File: config.mk
export PLATFORM = sky130hd
export DESIGN_NAME = voting_flat
export DESIGN_NICKNAME = d
export VERILOG_FILES = /design/src/rtl/voting_if.sv /design/src/rtl/voting.sv /design/src/flat_wrapper.sv
export SDC_FILE = /design/constraint.sdc
export NUM_CORES = 1
export LEC_CHECK = 0
export CORE_AREA = 2 2 39 41
export CTS_BUF_LIST = sky130_fd_sc_hd__clkbuf_16
export CTS_CLUSTER_SIZE = 20
export DETAILED_ROUTE_END_ITERATION = 10
export DIE_AREA = 0 0 41 43
export HOLD_SLACK_MARGIN = 0.03
export PLACE_DENSITY_LB_ADDON = 0.25
export RECOVER_POWER = 100
export SYNTH_ARGS = -nofsm -noshare
export SYNTH_HDL_FRONTEND = slang
export SYNTH_SLANG_ARGS = --single-unit
export TNS_END_PERCENT = 100
File: constraint.sdc
create_clock -name clk -period 0.8 [get_ports clk]
set_input_delay 0.16 -clock clk [delete_from_list [all_inputs] [get_ports clk]]
set_output_delay 0.16 -clock clk [all_outputs]
set_load 0.02 [all_outputs]
File: src/rtl/voting_if.sv
// voting_if: vote vector in, registered decision/count/tie out
interface voting_if #(parameter int N_VOTERS = 4);
  logic [N_VOTERS-1:0] inp;
  logic out;
  logic [$clog2(N_VOTERS+1)-1:0] count;
  logic tie;
  modport master (output inp, input out, count, tie);
  modport slave (input inp, output out, count, tie);
endinterface

File: src/rtl/voting.sv
// voting: registered majority vote with popcount, tie flag and optional chair tie-break
module voting #(
  parameter int N_VOTERS = 4,
  parameter bit TIE_CHAIR = 1'b1
) (
  input logic clk,
  input logic rst_n,
  voting_if.slave bus
);
  localparam int CW = $clog2(N_VOTERS+1);
  localparam logic [CW-1:0] HALF = CW'(N_VOTERS/2);
  logic [CW-1:0] ones;
  logic is_tie, pass;
  always_comb begin
    ones = '0;
    for (int i = 0; i < N_VOTERS; i++) ones = ones + CW'(bus.inp[i]);
  end
  // an odd panel can never split evenly
  assign is_tie = (N_VOTERS % 2 == 0) && (ones == HALF);
  assign pass = (ones > HALF) || (is_tie && TIE_CHAIR && bus.inp[N_VOTERS-1]);
  always_ff @(posedge clk or negedge rst_n) begin
    if (!rst_n) begin
      bus.out <= 1'b0;
      bus.count <= '0;
      bus.tie <= 1'b0;
    end else begin
      bus.out <= pass;
      bus.count <= ones;
      bus.tie <= is_tie;
    end
  end
endmodule

File: src/flat_wrapper.sv
// flat-port wrapper written by rule: the top's interface ports become plain ports
module voting_flat 
#(
  parameter int N_VOTERS = 4,
  parameter bit TIE_CHAIR = 1'b1
)
  (clk, rst_n, bus_inp, bus_out, bus_count, bus_tie);
  voting_if #(.N_VOTERS(N_VOTERS)) bus_i ();
  input logic clk;
  input logic rst_n;
  input wire logic [$bits(bus_i.inp)-1:0] bus_inp;
  output wire logic [$bits(bus_i.out)-1:0] bus_out;
  output wire logic [$bits(bus_i.count)-1:0] bus_count;
  output wire logic [$bits(bus_i.tie)-1:0] bus_tie;
  assign bus_i.inp = bus_inp;
  assign bus_out = bus_i.out;
  assign bus_count = bus_i.count;
  assign bus_tie = bus_i.tie;
  voting #(.N_VOTERS(N_VOTERS), .TIE_CHAIR(TIE_CHAIR)) u_core (.clk(clk), .rst_n(rst_n), .bus(bus_i));
endmodule
Word-level counts from Yosys, hierarchy flattened

Cells that the tools add are included.
W data, S select, Z words.

Eq/ne operators: 1
Add/subtract/negate cells: 3
Reduce and logical (&&, ||, !) cells: 2
$lt $le $gt $ge: 1

Operators with widths:

| operator             | count |
|---|---|
| $add A3 B1 Y3        | 2 |
| $eq A3 B2 Y1 const B | 1 |
| $gt A3 B2 Y1 const B | 1 |
| $add A1 B1 Y2        | 1 |
| $logic_and A1 B1 Y1  | 1 |
| $logic_or A1 B1 Y1   | 1 |

Bits of input ports: 6
Output and inout bits: 5
Logic and storage cells: 10
Flip-flop bits (word level): 5

Depth between registers and ports, before layout

Gate-level depths: netlist of the first run.

Word-level depth: 6
Gate-level depth with buffers: 6
Depth with buffers taken out: 6

Least setup slack after synthesis of the first run

OpenSTA, ideal clock, no wires.

Path type: input to register
Start: input port bus_inp[0]
End: register u_core.bus.out
Cell stages on the path: 5
Arrival time: 1416 ps
Path slack: -696 ps
Setup time: 79 ps
Path buffers: 0
Required time: 721 ps
Cell sequence: ha_1 -> fa_1 -> ha_1 -> nor3b_4 -> mux2i_1

Word-level cells in the longest chain between the ends: 6
Elaborated cells on any way between the ends: 7
Those cells by class: 3 x add/sub; 1 x order compare; 1 x eq/ne; 2 x reduce/logical

RTL lines:

| what                        | RTL line           | source |
|---|---|---|
| from (decl)                 | flat_wrapper.sv:11 | `input wire logic [$bits(bus_i.inp)-1:0] bus_inp;` |
| $add A1 B1 Y2               | voting.sv:16       | `for (int i = 0; i < N_VOTERS; i++) ones = ones + CW'(bus.inp[i]);` |
| $add A3 B1 Y3 (2 in series) | voting.sv:16       |  |
| via u_core.ones[2]          | voting.sv:12       | `logic [CW-1:0] ones;` |
| $eq A3 B2 Y1                | voting.sv:19       | `assign is_tie = (N_VOTERS % 2 == 0) && (ones == HALF);` |
| via u_core.is_tie           | voting.sv:13       | `logic is_tie, pass;` |
| $logic_and A1 B1 Y1         | voting.sv:20       | `assign pass = (ones > HALF) \|\| (is_tie && TIE_CHAIR && bus.inp[N_VOTERS-1]);` |
| $logic_or A1 B1 Y1          | voting.sv:20       |  |
| via u_core.pass             | voting.sv:13       |  |
| to (signal assigned)        | voting.sv:27       | `bus.out <= pass;` |
| to (decl)                   | voting_if.sv:8     | `modport slave (input inp, output out, count, tie);` |

The timed path passes the listed nets, and every way through them passes these cells.

Worst setup path in the final report of the first run

Start: input port bus_inp[1]
End: register u_core.bus.out

The elaborated chain is that of the path after synthesis.

==> summary.md, run 1 <==
| Metric | Value |
|---|---|
| Status | `finished, violations left` |
| Failing checks | `setup timing` |
| Post-synthesis simple-gate area fraction | `under 10%` |
| Adder-cell share of the synthesized area | `25.8%` |
| Placed cells | `41` |
| Layout area overhead | `114%` |
| Gr usage total | `approximately 7.7%` |
| Post-Route Utilization | `34.4%` |
| Initial DRT Pass Iterations | `2` |
| Sequential Power Share | `22.3%` |
| Final Wtd Congestion | `0.559` |
| DR vias/cell | `3.53` |
| Full die area | `1760 um2` |
| Multi-input gate area | `126 um2` |
| Post-synthesis mux area share | `4.49%` |
| 1st-iter DRT viols | `1` |
| Effective utilization at floorplan | `16.1%` |
| CTS tree | `built` |
| Power Density | `2900 nW/um2` |
| Logic pwr share | `19.9%` |
| Slew margin rel. | `85.8%` |
| Worst setup SP type | `primary input` |
| Final hold vios | `0` |
| IO Pins | `11` |
| Synth Net Count | `24` |
| CP arrival | `1.46 ns` |
| Clock tree buffer depth | `2` |
| Final TNS setup | `-1.72 ns` |
| Largest family of logic cells by synthesized area | `adder cells` |
| Antenna cells | `0` |
| Row cnt | `14` |
| Syn Area/Cell | `15.9 um2` |
| First-pass GRT wire length | `731 um` |
| Pins Over Slew Limit | `0` |
| Die H | `43 um` |
| Flops & latches, synth | `5` |
| Register Area | `125 um2` |
| Pin count of the biggest net entering global routing | `6` |
| Critical Path End Type | `flop` |
| Final setup fails | `10` |
| Synth warn | `0` |
| Post-synthesis compound-gate area fraction | `0%` |
| Vias | `159` |
| CTS buffer count | `3` |
| Peak supply drop | `between 0.6 and 0.7 mV` |
| Yosys cell types | `6` |
| PnR worst setup slack | `-0.516 ns` |
| Internal power | `1.09 mW` |
| IO buf count | `10` |
| Worst Max-Slew Pin Slew | `0.212 ns` |
| NumNets Final | `40` |
| Non-filler cells, final | `45` |
| Most common cell after layout, fill and taps aside | `buf_6` |
| Clock power frac | `57.9%` |
| Cell Area, Synth | `223 um2` |
| RSZ-0062 raised after global routing | `yes` |
| Pwr Total | `approximately 1.4 mW` |
| Core Area | `1380 um2` |
| Share of cells above drive strength 1 | `58.6%` |
| Routed len/inst | `9.53 um` |
| Number of global-route vias before repair | `177` |
| CP Class | `in2reg` |
| Fmax achieved | `760 MHz` |
| Fin crit share | `165%` |
| Switching share of power | `21.1%` |
| Clock root buffer | `clkbuf_16` |
| Sequential-to-total area share from yosys stat | `56.2%` |
| Global-route congestion overflow total | `0` |
| Total Wirelength | `429 um` |
| Clk sink count | `5` |
| Hold crit path type | `in2async` |
| H-tree lvl count | `1` |
| Drt drc | `0` |
| Clk pin slew, worst setup/hold paths | `0.03 ns` |
| Max cap viols | `0` |
| Psw | `between 0.2 and 0.3 mW` |
| Commonest non-fill, non-tap cells in the layout | `buf_6 (7), dfrtp_1 (5), inv_1 (3), ha_4 (3), clkbuf_16 (3)` |
| Syn Inst Count | `14` |
| Die width | `41 um` |
| Fillers | `approximately 140` |
| Routed Antenna Nets | `0` |
| Initial antenna violation count | `0` |
| Post-Synth XOR/XNOR Area | `0%` |
| Tmin final | `1.32 ns` |
| LEAKAGE | `0.216 nW` |
| DP HPWL | `308 um` |
| Crit path required time | `0.95 ns` |
| Crit Path Max Fanout | `2` |
==> area by class of cell <==
type	count	area share (%)
inverter	3	2.36
clock buffer	3	15.7
sequential	5	26.2
timing repair buffer	11	24.1
multi-input combinational	6	26.5
tap	16	4.20
clock inverter	1	0.787
==> registers in the layout, indices dropped and copies added, names as in the netlist <==
register          count
u_core.bus.tie        1
u_core.bus.count      3
u_core.bus.out        1
==> cells in the mapped netlist <==
| master | instances | area [um2] |
|---|---|---|
| mux2i_1 | 1 | 10.0 |
| nor3b_4 | 1 | 18.8 |
| dfrtp_1 | 5 | 125 |
| ha_1 | 3 | 37.5 |
| fa_1 | 1 | 20.0 |
| inv_1 | 3 | 11.3 |
==> power by group through the flow <==
stage | clock (mW) | combinational, mW | sequential [mW]
4_1_cts | 0.812 | 0.278 | 0.308
2_1_floorplan | 0 | 0.0778 | 0.356
3_5_place_dp | 0 | 0.256 | 0.303
5_1_grt | 0.825 | 0.301 | 0.310
3_3_place_gp | 0 | 0.252 | 0.303
6_report | 0.801 | 0.275 | 0.308
==> metal layers <==
layer / part of all wire [%] / global-route usage, %
met4: 6.8 / 12.0
met5: 0 / 0
met1: 31 / 5.86
met2: 44 / 9.38
met3: 17 / 5.24
==> final timing paths <==
kind	startpoint	endpoint	cells after the start
max	bus_inp[1]	u_core.bus.out	7
min	rst_n	u_core.bus.tie	1
max in group asynchronous	rst_n	u_core.bus.count[2]	1
min in group clk	bus_inp[3]	u_core.bus.out	3
==> worst max-delay path, cell delays in order <==
cell,delay (ns)
buf_6,0.10
ha_4,0.22
fa_2,0.37
inv_2,0.09
ha_4,0.13
nor3b_4,0.19
mux2i_1,0.20
==> metrics by stage <==
stage	worst slack [ns]	hold slack, ns	cell area (um2)
after detailed placement	-1.16	0.387	368
final	-0.516	0.217	477
after floorplan	-0.593	-0.136	240
after global placement	-1.14	0.389	368
after CTS	-0.511	0.150	475
after global routing	-0.625	0.237	477
==> cells by family (layout without fill, tap and decap cells) <==
| logic type | count (synthesis) | in the layout |
|---|---|---|
| DFF | 5 | 5 |
| muxes | 1 | 1 |
| adders and majority gates | 4 | 4 |
| buffers and inverters | 3 | 18 |
| and+or+nand+nor | 1 | 1 |
==> what timing repair did <==
item | CTS | global route
pin swaps | 3 | 0
resized for setup | 45 | 1
buffers inserted | 0 | 0
setup endpoints to repair | 10 | 10
hold buffers | 0 | 0
(Power assumes the default switching activity.)
==> run 2: changes to the inputs <==
--- a/config.mk
+++ b/config.mk
@@ -5,6 +5,8 @@
 export SDC_FILE = /design/constraint.sdc
 export NUM_CORES = 1
 export LEC_CHECK = 0
+export CELL_PAD_IN_SITES_DETAIL_PLACEMENT = 1
+export CELL_PAD_IN_SITES_GLOBAL_PLACEMENT = 2
 export CORE_AREA = 2 2 39 41
 export CTS_BUF_LIST = sky130_fd_sc_hd__clkbuf_16
 export CTS_CLUSTER_SIZE = 20
==> constraint.sdc (replaced) <==
create_clock -name clk -period 1.45 [get_ports clk]
set_input_delay 0.29 -clock clk [delete_from_list [all_inputs] [get_ports clk]]
set_output_delay 0.29 -clock clk [all_outputs]
set_load 0.02 [all_outputs]
==> summary.md, run 2 (synthesis gave the netlist of run 1 again) <==
| Metric | Value |
|---|---|
| Status | `finished, violations left` |
| Failing checks | `setup timing` |
| Critical Path End Type | `flop` |
| CP arrival | `1.61 ns` |
| Hold_buf cts | `0` |
| Clock root buffer | `clkbuf_16` |
| Final setup fails | `1` |
| Final Wtd Congestion | `0.578` |
| IO Pins | `11` |
| Die width | `41 um` |
| Global-route congestion overflow total | `0` |
| NumNets Final | `42` |
| LEAKAGE | `0.215 nW` |
| CTS tree | `built` |
| Number of global-route vias before repair | `194` |
| H-tree lvl count | `1` |
| Die H | `around 43 um` |
| Clk sink count | `5` |
| IO buf count | `10` |
| Row cnt | `14` |
| Tmin final | `1.46 ns` |
| Number of flip-flops under the largest register name | `3` |
| Non-filler cells, final | `47` |
| DR vias/cell | `3.70` |
| Placed cells | `between 40 and 50` |
| Effective utilization at floorplan | `about 16%` |
| Final TNS setup | `-0.0145 ns` |
| Power Density | `1600 nW/um2` |
| Hold crit path type | `in2async` |
| Largest regs | `u_core.bus.count: 3 flops, u_core.bus.out: 1 flops, u_core.bus.tie: 1 flops` |
| CP Class | `in2reg` |
| Initial DRT Pass Iterations | `2` |
| Crit path required time | `1.60 ns` |
| Clock tree buffer depth | `2` |
| Peak supply drop | `about 0.41 mV` |
| Antenna cells | `0` |
| Initial antenna violation count | `0` |
| Max cap viols | `0` |
| DP HPWL | `389 um` |
| Fin crit share | `101%` |
| Slew margin rel. | `83.5%` |
| Pins Over Slew Limit | `0` |
| PnR worst setup slack | `-0.0145 ns` |
| Final hold vios | `0` |
| Total Wirelength | `506 um` |
| Most common cell after layout, fill and taps aside | `dfrtp_1` |
| Drt drc | `0` |
| Layout area overhead | `114%` |
| 1st-iter DRT viols | `1` |
| Worst Max-Slew Pin Slew | `0.248 ns` |
| Clk pin slew, worst setup/hold paths | `~0.03 ns` |
| Share of cells above drive strength 1 | `45.2%` |
| Pwr Total | `around 0.76 mW` |
| Vias | `roughly 170` |
| Routed Antenna Nets | `0` |
| CTS buffer count | `3` |
| Full die area | `around 1800 um2` |
| Hold WS | `between 0.3 and 0.4 ns` |
| Worst setup SP type | `primary input` |
| Core Area | `1380 um2` |
| Routed len/inst | `10.8 um` |
| Crit Path Max Fanout | `2` |
| Post-Route Utilization | `between 30% and 40%` |
| Pin count of the biggest net entering global routing | `6` |
| First-pass GRT wire length | `between 700 and 800 um` |
| Top reg by flops | `u_core.bus.count` |
| RSZ-0062 raised after global routing | `yes` |
| Fmax achieved | `683 MHz` |
| Gr usage total | `slightly below 8%` |
[run 2: report_power, final]
group	internal, mW	total, mW	switching, mW	leakage [nW]
sequential	0.161	0.167	0.00570	0.0609
combinational	0.0804	0.150	0.0700	0.112
clock	0.357	0.445	0.0877	0.0423
total	0.598	0.762	0.163	0.215
[run 2: worst paths after layout]
path,startpoint,to,slack (ns)
worst min-delay path,rst_n,u_core.bus.tie,0.35
worst max-delay path,bus_inp[0],u_core.bus.out,-0.01
min in group clk,bus_inp[3],u_core.bus.out,0.49
max in group asynchronous,rst_n,u_core.bus.count[2],0.91
[run 2: per-stage QoR]
stage               setup WS [ns]  instance area, um2
global route              -0.0867                 477
CTS                       -0.0567                 477
detailed placement         -0.649                 375
finish                    -0.0145                 477
global placement           -0.617                 375
floorplan                 -0.0727                 240
[run 2: layout make-up]
class,instances,area [um2]
clock buffer,3,75.1
clock inverter,1,3.75
fill,142,907
inverter,3,11.3
multi-input combinational,6,126
sequential,5,125
tap,16,20.0
timing repair buffer,13,115
[run 2: per-layer routing]
metal  global-route usage [%]  share of wire (%)  up-vias
met5                        0                  0        -
met4                     8.00                2.4        0
met3                     4.71                 15        2
met2                     11.9                 54       13
met1                     5.88                 28       81
li1                         -                  -       78
[run 2: timing repair]
action	in CTS	in global routing
buffers inserted	1	0
resized for setup	15	2
pin swaps	3	3
endpoints found under the setup margin	5	3
endpoints found under the hold margin	0	0
[run 2: critical path, stage by stage]
cell	delay (ns)
buf_6	0.10
ha_4	0.23
fa_2	0.40
inv_2	0.09
ha_4	0.12
nor3b_4	0.19
mux2i_1	0.20
==> run 3: changes to the inputs <==
--- a/config.mk
+++ b/config.mk
@@ -12,6 +12,7 @@
 export CTS_CLUSTER_SIZE = 20
 export DETAILED_ROUTE_END_ITERATION = 10
 export DIE_AREA = 0 0 41 43
+export GPL_TIMING_DRIVEN = 1
 export HOLD_SLACK_MARGIN = 0.03
 export PLACE_DENSITY_LB_ADDON = 0.25
 export RECOVER_POWER = 100
==> results of run 3 <==
Same layout as run 2: the final DEF is identical, and so are final timing and power.
